### src/rtl/mem_ctrl_pkg.sv
// rtl/mem_ctrl_pkg.sv - opcode codes, state encoding and byte helpers for mem_ctrl
package mem_ctrl_pkg;

    typedef enum logic [2:0] {
        ST_IDLE  = 3'd0,
        ST_LOAD  = 3'd1,
        ST_STORE = 3'd2,
        ST_FETCH = 3'd3,
        ST_DONE  = 3'd4
    } state_t;

    localparam logic [5:0] OP_LB  = 6'd1;
    localparam logic [5:0] OP_LH  = 6'd2;
    localparam logic [5:0] OP_LW  = 6'd3;
    localparam logic [5:0] OP_LBU = 6'd4;
    localparam logic [5:0] OP_LHU = 6'd5;
    localparam logic [5:0] OP_SB  = 6'd6;
    localparam logic [5:0] OP_SH  = 6'd7;
    localparam logic [5:0] OP_SW  = 6'd8;

    // Number of bytes moved by an opcode; anything unrecognised moves a word.
    function automatic logic [2:0] access_size(input logic [5:0] op);
        case (op)
            OP_LB, OP_LBU, OP_SB: return 3'd1;
            OP_LH, OP_LHU, OP_SH: return 3'd2;
            default:              return 3'd4;
        endcase
    endfunction

    // Sign/zero extension of an assembled little-endian load.
    function automatic logic [31:0] extend_load(input logic [5:0] op, input logic [31:0] w);
        case (op)
            OP_LB:   return {{24{w[7]}}, w[7:0]};
            OP_LH:   return {{16{w[15]}}, w[15:0]};
            OP_LBU:  return {24'h0, w[7:0]};
            OP_LHU:  return {16'h0, w[15:0]};
            default: return w;
        endcase
    endfunction

    function automatic logic [7:0] byte_sel(input logic [31:0] w, input logic [1:0] idx);
        case (idx)
            2'd0:    return w[7:0];
            2'd1:    return w[15:8];
            2'd2:    return w[23:16];
            default: return w[31:24];
        endcase
    endfunction

    function automatic logic [31:0] byte_put(input logic [31:0] w, input logic [1:0] idx,
                                             input logic [7:0] b);
        logic [31:0] r;
        r = w;
        case (idx)
            2'd0:    r[7:0]   = b;
            2'd1:    r[15:8]  = b;
            2'd2:    r[23:16] = b;
            default: r[31:24] = b;
        endcase
        return r;
    endfunction

endpackage

### src/rtl/mem_ctrl.sv
// rtl/mem_ctrl.sv - byte-serial memory controller for the LSB and fetch clients
module mem_ctrl
    import mem_ctrl_pkg::*;
#(
    parameter int         ADDR_W  = 32,
    parameter logic [1:0] IO_MASK = 2'b11
) (
    input  logic              clk,
    input  logic              rst,
    input  logic              rdy,
    input  logic              lsb_valid,
    input  logic              lsb_ls,
    input  logic [5:0]        lsb_opcode,
    input  logic [ADDR_W-1:0] lsb_addr,
    input  logic [31:0]       lsb_data,
    output logic              lsb_done,
    output logic [31:0]       lsb_rdata,
    input  logic              if_valid,
    input  logic [ADDR_W-1:0] if_addr,
    output logic              if_done,
    output logic [31:0]       if_data,
    input  logic              flush,
    input  logic [7:0]        mem_din,
    output logic [7:0]        mem_dout,
    output logic [ADDR_W-1:0] mem_a,
    output logic              mem_wr,
    input  logic              io_buffer_full
);

    state_t state, state_n;

    // Latched request; k is the index of the byte currently on the bus.
    logic              cl_fetch, cl_fetch_n;
    logic [5:0]        cl_op, cl_op_n;
    logic [ADDR_W-1:0] cl_addr, cl_addr_n;
    logic [31:0]       cl_data, cl_data_n;
    logic [2:0]        cl_n, cl_n_n;
    logic [2:0]        k, k_n;
    logic [31:0]       rbuf, rbuf_n;

    logic [ADDR_W-1:0] mem_a_n;
    logic              mem_wr_n;
    logic [7:0]        mem_dout_n;
    logic              lsb_done_n, if_done_n;
    logic [31:0]       lsb_rdata_n, if_data_n;

    logic [2:0]        k_inc;
    logic              io_stall;
    logic [31:0]       word_cap;

    assign k_inc    = k + 3'd1;
    assign io_stall = (cl_addr[17:16] == IO_MASK) && io_buffer_full;
    // mem_din carries the byte whose address was on the bus one cycle earlier.
    assign word_cap = (k != 3'd0) ? byte_put(rbuf, k[1:0] - 2'd1, mem_din) : rbuf;

    // State register; rdy low freezes the machine.
    always_ff @(posedge clk or posedge rst) begin
        if (rst)      state <= ST_IDLE;
        else if (rdy) state <= state_n;
    end

    // Next-state: LSB wins arbitration, flush only aborts fetches.
    always_comb begin
        state_n = state;
        case (state)
            ST_IDLE: begin
                if (lsb_valid)             state_n = lsb_ls ? ST_LOAD : ST_STORE;
                else if (if_valid && !flush) state_n = ST_FETCH;
            end
            ST_LOAD:  if (k == cl_n) state_n = ST_DONE;
            ST_FETCH: begin
                if (flush)          state_n = ST_IDLE;
                else if (k == cl_n) state_n = ST_DONE;
            end
            ST_STORE: if (mem_wr && (k == cl_n - 3'd1)) state_n = ST_DONE;
            ST_DONE:  state_n = ST_IDLE;
            default:  state_n = ST_IDLE;
        endcase
    end

    // Output/datapath next values; bus outputs default to idle zeros.
    always_comb begin
        k_n         = k;
        cl_fetch_n  = cl_fetch;
        cl_op_n     = cl_op;
        cl_addr_n   = cl_addr;
        cl_data_n   = cl_data;
        cl_n_n      = cl_n;
        rbuf_n      = rbuf;
        lsb_rdata_n = lsb_rdata;
        if_data_n   = if_data;
        mem_a_n     = '0;
        mem_wr_n    = 1'b0;
        mem_dout_n  = 8'h00;
        lsb_done_n  = 1'b0;
        if_done_n   = 1'b0;
        case (state)
            ST_IDLE: begin
                if (lsb_valid) begin
                    cl_fetch_n = 1'b0;
                    cl_op_n    = lsb_opcode;
                    cl_addr_n  = lsb_addr;
                    cl_data_n  = lsb_data;
                    cl_n_n     = access_size(lsb_opcode);
                    k_n        = 3'd0;
                    rbuf_n     = 32'h0;
                    mem_a_n    = lsb_addr;
                    if (!lsb_ls) begin
                        mem_dout_n = lsb_data[7:0];
                        mem_wr_n   = !((lsb_addr[17:16] == IO_MASK) && io_buffer_full);
                    end
                end else if (if_valid && !flush) begin
                    cl_fetch_n = 1'b1;
                    cl_op_n    = OP_LW;
                    cl_addr_n  = if_addr;
                    cl_n_n     = 3'd4;
                    k_n        = 3'd0;
                    rbuf_n     = 32'h0;
                    mem_a_n    = if_addr;
                end
            end
            ST_LOAD, ST_FETCH: begin
                if (state == ST_FETCH && flush) begin
                    k_n = 3'd0;
                end else begin
                    rbuf_n = word_cap;
                    if (k == cl_n) begin
                        k_n = 3'd0;
                        if (cl_fetch) begin
                            if_done_n = 1'b1;
                            if_data_n = word_cap;
                        end else begin
                            lsb_done_n  = 1'b1;
                            lsb_rdata_n = extend_load(cl_op, word_cap);
                        end
                    end else begin
                        k_n = k_inc;
                        if (k_inc < cl_n) mem_a_n = cl_addr + ADDR_W'(k_inc);
                    end
                end
            end
            ST_STORE: begin
                if (mem_wr) begin
                    if (k == cl_n - 3'd1) begin
                        k_n        = 3'd0;
                        lsb_done_n = 1'b1;
                    end else begin
                        k_n        = k_inc;
                        mem_a_n    = cl_addr + ADDR_W'(k_inc);
                        mem_dout_n = byte_sel(cl_data, k_inc[1:0]);
                        mem_wr_n   = !io_stall;
                    end
                end else begin
                    // Stalled on a full IO buffer: re-present the same byte.
                    mem_a_n    = cl_addr + ADDR_W'(k);
                    mem_dout_n = byte_sel(cl_data, k[1:0]);
                    mem_wr_n   = !io_stall;
                end
            end
            default: ;
        endcase
    end

    // Datapath and registered outputs; all hold while rdy is low.
    always_ff @(posedge clk or posedge rst) begin
        if (rst) begin
            cl_fetch  <= 1'b0;
            cl_op     <= 6'd0;
            cl_addr   <= '0;
            cl_data   <= 32'h0;
            cl_n      <= 3'd0;
            k         <= 3'd0;
            rbuf      <= 32'h0;
            mem_a     <= '0;
            mem_wr    <= 1'b0;
            mem_dout  <= 8'h00;
            lsb_done  <= 1'b0;
            if_done   <= 1'b0;
            lsb_rdata <= 32'h0;
            if_data   <= 32'h0;
        end else if (rdy) begin
            cl_fetch  <= cl_fetch_n;
            cl_op     <= cl_op_n;
            cl_addr   <= cl_addr_n;
            cl_data   <= cl_data_n;
            cl_n      <= cl_n_n;
            k         <= k_n;
            rbuf      <= rbuf_n;
            mem_a     <= mem_a_n;
            mem_wr    <= mem_wr_n;
            mem_dout  <= mem_dout_n;
            lsb_done  <= lsb_done_n;
            if_done   <= if_done_n;
            lsb_rdata <= lsb_rdata_n;
            if_data   <= if_data_n;
        end
    end

endmodule

### config.mk
export PLATFORM = sky130hd
export DESIGN_NAME = mem_ctrl
export DESIGN_NICKNAME = d
export VERILOG_FILES = /design/src/rtl/mem_ctrl_pkg.sv /design/src/rtl/mem_ctrl.sv
export SDC_FILE = /design/constraint.sdc
export NUM_CORES = 1
export LEC_CHECK = 0
export CAP_MARGIN = 30
export CORE_MARGIN = 3
export CORE_UTILIZATION = 45
export DETAILED_ROUTE_END_ITERATION = 10
export HOLD_SLACK_MARGIN = 0.05
export PLACE_DENSITY = 0.74
export SLEW_MARGIN = 15
export SYNTH_ARGS = -nofsm -noshare
export SYNTH_HDL_FRONTEND = slang
export SYNTH_SLANG_ARGS = --single-unit
### constraint.sdc
create_clock -name clk -period 7 [get_ports clk]
set_input_delay 0.7 -clock clk [delete_from_list [all_inputs] [get_ports clk]]
set_output_delay 0.7 -clock clk [all_outputs]
set_load 0.05 [all_outputs]
==> impl_table.tex <==
\begin{tabular}{lr}
\hline
Metric & Value \\
\hline
\multicolumn{2}{l}{\textbf{Run status}} \\
\quad Run status & finished, final reports clean \\
\multicolumn{2}{l}{\textbf{Run}} \\
\quad Number of maximum-capacitance violations & 0 \\
\multicolumn{2}{l}{\textbf{Place}} \\
\quad GP Congestion & 0.9457 \\
\quad Number of buffer cells added on primary ports & 224 \\
\quad Hpwl dp & 25340 um \\
\quad Placed instance count & 1730 \\
\multicolumn{2}{l}{\textbf{Floorplan}} \\
\quad Overall die height & $\sim$170 um \\
\quad I/O pins & 225 \\
\quad Die width & 167.1 um \\
\quad Die area & 0.02793 mm\^{}2 \\
\quad Initial cell density of the core & between 40\% and 50\% \\
\quad Core region area & 0.02533 mm\^{}2 \\
\quad Std-Cell Rows & 58 \\
\multicolumn{2}{l}{\textbf{Min path}} \\
\quad Min-Delay Path Class & reg -> reg \\
\multicolumn{2}{l}{\textbf{Setup path}} \\
\quad Kind of start point of the critical path & register \\
\quad Cell repeated most along the worst path & ha\_1 \\
\quad Worst path cell trace & ha\_1, xor2\_1, ha\_1, nor2b\_1, o21ai\_1, or4\_4, xnor2\_2, a222oi\_1, a21oi\_1 \\
\quad Data required time at the worst endpoint & 7.38 ns \\
\quad WS Path Type & reg -> reg \\
\quad WP data arrival & 4.13 ns \\
\quad Setup crit end kind & register \\
\quad Critical path's largest stage delay & 0.64 ns \\
\quad Cell type of the slowest stage on the worst timing path & ha\_1 \\
\quad CP max FO & 19 \\
\multicolumn{2}{l}{\textbf{Yosys}} \\
\quad Synth area leaders & dfrtp\_1, nand2\_1, mux2i\_1 \\
\quad Syn Inst Count & between 1000 and 1500 \\
\quad Yosys top cell area share & 46.91\% \\
\quad Area share of xor/xnor cells in the synthesized design & 2.667\% \\
\quad Cell with the most instances after synthesis & dfrtp\_1 \\
\quad Multiplexer share of the synthesized area & 6.040\% \\
\quad Synthesis warning total & 0 \\
\quad Post-synthesis sequential area ratio & 46.91\% \\
\quad Post-synth top cells & dfrtp\_1, nand2\_1, nor2\_1 \\
\quad Library cell with the largest summed area after synthesis & dfrtp\_1 \\
\quad Avg Inst Size Synth & 9.362 um\^{}2 \\
\quad Most used flip-flop cell after synthesis & dfrtp\_1 \\
\quad Dominant combinational cell family by area after synthesis & compound AO/OA/AOI/OAI gates \\
\quad Share of synthesized flip-flops with an asynchronous set or reset & 100.0\% \\
\quad Post-Syn Nets & about 1400 \\
\quad Number of storage elements in the synthesis netlist & 219 \\
\quad Post-synthesis cell type count & 81 \\
\quad Post-synthesis cell area & around 0.012 mm\^{}2 \\
\quad Post-synthesis adder-cell area fraction & 2.270\% \\
\quad Share of synthesized cell area in and, or, nand and nor gates & 17.12\% \\
\quad Post-synth EDFFs & 0 \\
\quad Post-synthesis compound-gate area fraction & 21.18\% \\
\multicolumn{2}{l}{\textbf{Finish}} \\
\quad Layout Area Growth over Synthesis & 27.17\% \\
\quad Antenna Diode Count & 0 \\
\quad Number of nets in the finished design & 1565 \\
\quad Share of final-layout standard cells stronger than drive strength 1 & 5.479\% \\
\quad Number of standard cells in the layout, taps in and fillers out & 1772 \\
\quad Post-layout utilization of the core & 58.67\% \\
\multicolumn{2}{l}{\textbf{Clock tree}} \\
\quad Post-CTS resize count & 0 \\
\quad Clock root buffer master & clkbuf\_16 \\
\quad Number of buffers added for setup after CTS & 0 \\
\quad Total of hold buffers inserted after clock tree synthesis & 0 \\
\quad Maximum level of the CTS H-tree & 1 \\
\quad Clock buffers created by TritonCTS & 24 \\
\quad Clock latency reported for the late side of the worst-skew pair & 0.52 ns \\
\quad Largest buffer count on any clock path & 3 \\
\quad Clock-pin slew of the registers on the worst-case setup and hold paths & 0.06 ns \\
\quad Num Clock Sinks & 219 \\
\quad CTS tree & done \\
\multicolumn{2}{l}{\textbf{Timing}} \\
\quad Min cycle time layout & 3.758 ns \\
\quad Tightest slew margin relative to the limit & between 30 and 40\% \\
\quad Upper clock frequency limit & 266.1 MHz \\
\quad Number of pins with negative max-slew slack in the final report & 0 \\
\quad Total count of hold-check failures in the final report & 0 \\
\quad Final setup viols & 0 \\
\quad Transition at the pin with the smallest max-transition slack & 0.9877 ns \\
\quad Fin Setup TNS & 0 ns \\
\quad Skew final & between 0.015 and 0.02 ns \\
\quad Unrepaired setup endpoints after global routing & no \\
\quad Final critical-path share of the clock period & between 50\% and 60\% \\
\multicolumn{2}{l}{\textbf{GRT}} \\
\quad Overflow left after global routing & 0 \\
\quad GR Layer Usage met1 & 36.45\% \\
\quad Initial antenna violation count & 0 \\
\quad First-pass GRT wire length & roughly 57000 um \\
\quad Maximum number of pins on one net before global-route repair & 104 \\
\quad Overall fraction of global-route tracks in use & 24.78\% \\
\quad Routing layer with the top usage in global route & met2 \\
\quad Met3 demand-to-capacity share in global routing & 3.612\% \\
\quad M2 GR Usage & 38.50\% \\
\quad Vias in the first global route & about 10000 \\
\multicolumn{2}{l}{\textbf{Detailed routing}} \\
\quad Pre-Repair DR Iteration Count & 6 \\
\quad Number of routed nets with antenna violations & 0 \\
\quad Final routed wire length divided by cell count & 20.13 um \\
\quad Via total after detailed routing & 10600 \\
\quad WL final & 35660 um \\
\quad Via/cell ratio & about 6.0 \\
\quad DRC Markers & 0 \\
\quad Iter 0 DRT Violations & approximately 1400 \\
\multicolumn{2}{l}{\textbf{Power}} \\
\quad Power per standard cell area & roughly 460 mW/mm\^{}2 \\
\quad Leakage power of the design & 6.598 nW \\
\quad Worst-case vdd ir drop & 0.3329 mV \\
\hline
\end{tabular}
==> cell families after synthesis <==
group	after synthesis
and+or+nand+nor	446
AOI/OAI and AO/OA	353
DFF	219
buffers and inverters	107
muxes	70
xor gates and xnor gates	33
adders and majority gates	20
==> area by class of cell <==
class / count / area [um^2]
fillers: 2199 / 10470
multi-input cells: 922 / 5773
flip-flops and latches: 219 / 5480
repair buffers: 243 / 2405
clock buffers: 33 / 664.4
well taps: 330 / 412.9
inverters: 17 / 71.32
clock inverters: 8 / 51.30
==> worst max-delay path: cells and delay by family, from the launching register on <==
family / cells / cell delay (ns)
and+or+nand+nor: 2 / 0.89
DFF: 1 / 0.54
adders and majority gates: 2 / 1.04
AOI/OAI and AO/OA: 3 / 0.79
xor gates and xnor gates: 2 / 0.37
==> flip-flops by register name, indices dropped and copies added (netlist names) <==
name,cells
lsb_done,1
mem_a,32
lsb_rdata,32
mem_wr,1
cl_addr,32
if_data,32
mem_dout,8
state,3
if_done,1
cl_data,32
k,3
cl_n,3
cl_fetch,1
rbuf,32
cl_op,6
==> cell usage in the layout, fill, tap and decap left out, types with 7 or more instances in the layout <==
master | netlist | final
a21o_1 | 16 | 16
xnor2_1 | 11 | 11
ha_1 | 18 | 18
dfrtp_1 | 219 | 219
mux2i_1 | 68 | 68
a22o_1 | 12 | 12
a21oi_1 | 85 | 85
buf_4 | 3 | 16
a211oi_1 | 7 | 7
nand3_1 | 18 | 18
a22oi_1 | 16 | 16
o31ai_1 | 30 | 30
inv_1 | 17 | 16
and3_1 | 12 | 12
clkinv_2 | 0 | 7
nand4_1 | 7 | 7
clkbuf_16 | 0 | 24
nor3_1 | 21 | 21
o21ai_0 | 63 | 63
xor2_1 | 20 | 20
nor2_1 | 125 | 124
a222oi_1 | 24 | 24
nand2_1 | 200 | 200
nor4_1 | 15 | 13
o22a_1 | 27 | 27
a221oi_1 | 13 | 13
clkdlybuf4s50_1 | 0 | 223
==> routing by layer <==
layer | routed length, um | vias up
met3 | 2731 | 76
li1 | - | 4890
met5 | 0 | -
met2 | 16020 | 486
met1 | 15810 | 5149
met4 | 1100 | 0
==> stage by stage <==
| step | area (um^2) | worst slack (ns) | hold WS [ns] | total power, mW |
|---|---|---|---|---|
| after floorplan | 11680 | 0.3073 | 0.4483 | 4.549 |
| after global placement | 14090 | 3.278 | 0.4587 | 5.569 |
| after detailed placement | 14140 | 3.191 | 0.4657 | 5.660 |
| after CTS | 14850 | 3.295 | 0.4789 | 6.845 |
| after global routing | 14860 | 3.036 | 0.4954 | 7.249 |
| final | 14860 | 3.242 | 0.4769 | 6.842 |
==> path summary, 6_finish.rpt <==
path | slack [ns] | cells after the start | endpoint | from
setup / recovery | 3.24 | 9 | mem_a[20]$_DFFE_PP0P_ | k[1]$_DFFE_PP0P_
hold / removal | 0.48 | 2 | rbuf[27]$_DFFE_PP0P_ | rbuf[27]$_DFFE_PP0P_
setup reg to reg | 3.24 | 9 | mem_a[20]$_DFFE_PP0P_ | k[1]$_DFFE_PP0P_
hold reg to reg | 0.48 | 2 | rbuf[27]$_DFFE_PP0P_ | rbuf[27]$_DFFE_PP0P_
max in group asynchronous | 4.73 | 4 | cl_data[27]$_DFFE_PP0P_ | rst
min in group asynchronous | 0.59 | 2 | cl_addr[26]$_DFFE_PP0P_ | rst
==> report_power, final <==
| group | switching [mW] | internal, mW |
|---|---|---|
| clock network | 0.499 | 0.662 |
| logic | 2.15 | 1.24 |
| registers | 0.516 | 1.78 |
| total | 3.16 | 3.68 |
(Power assumes the default switching activity.)
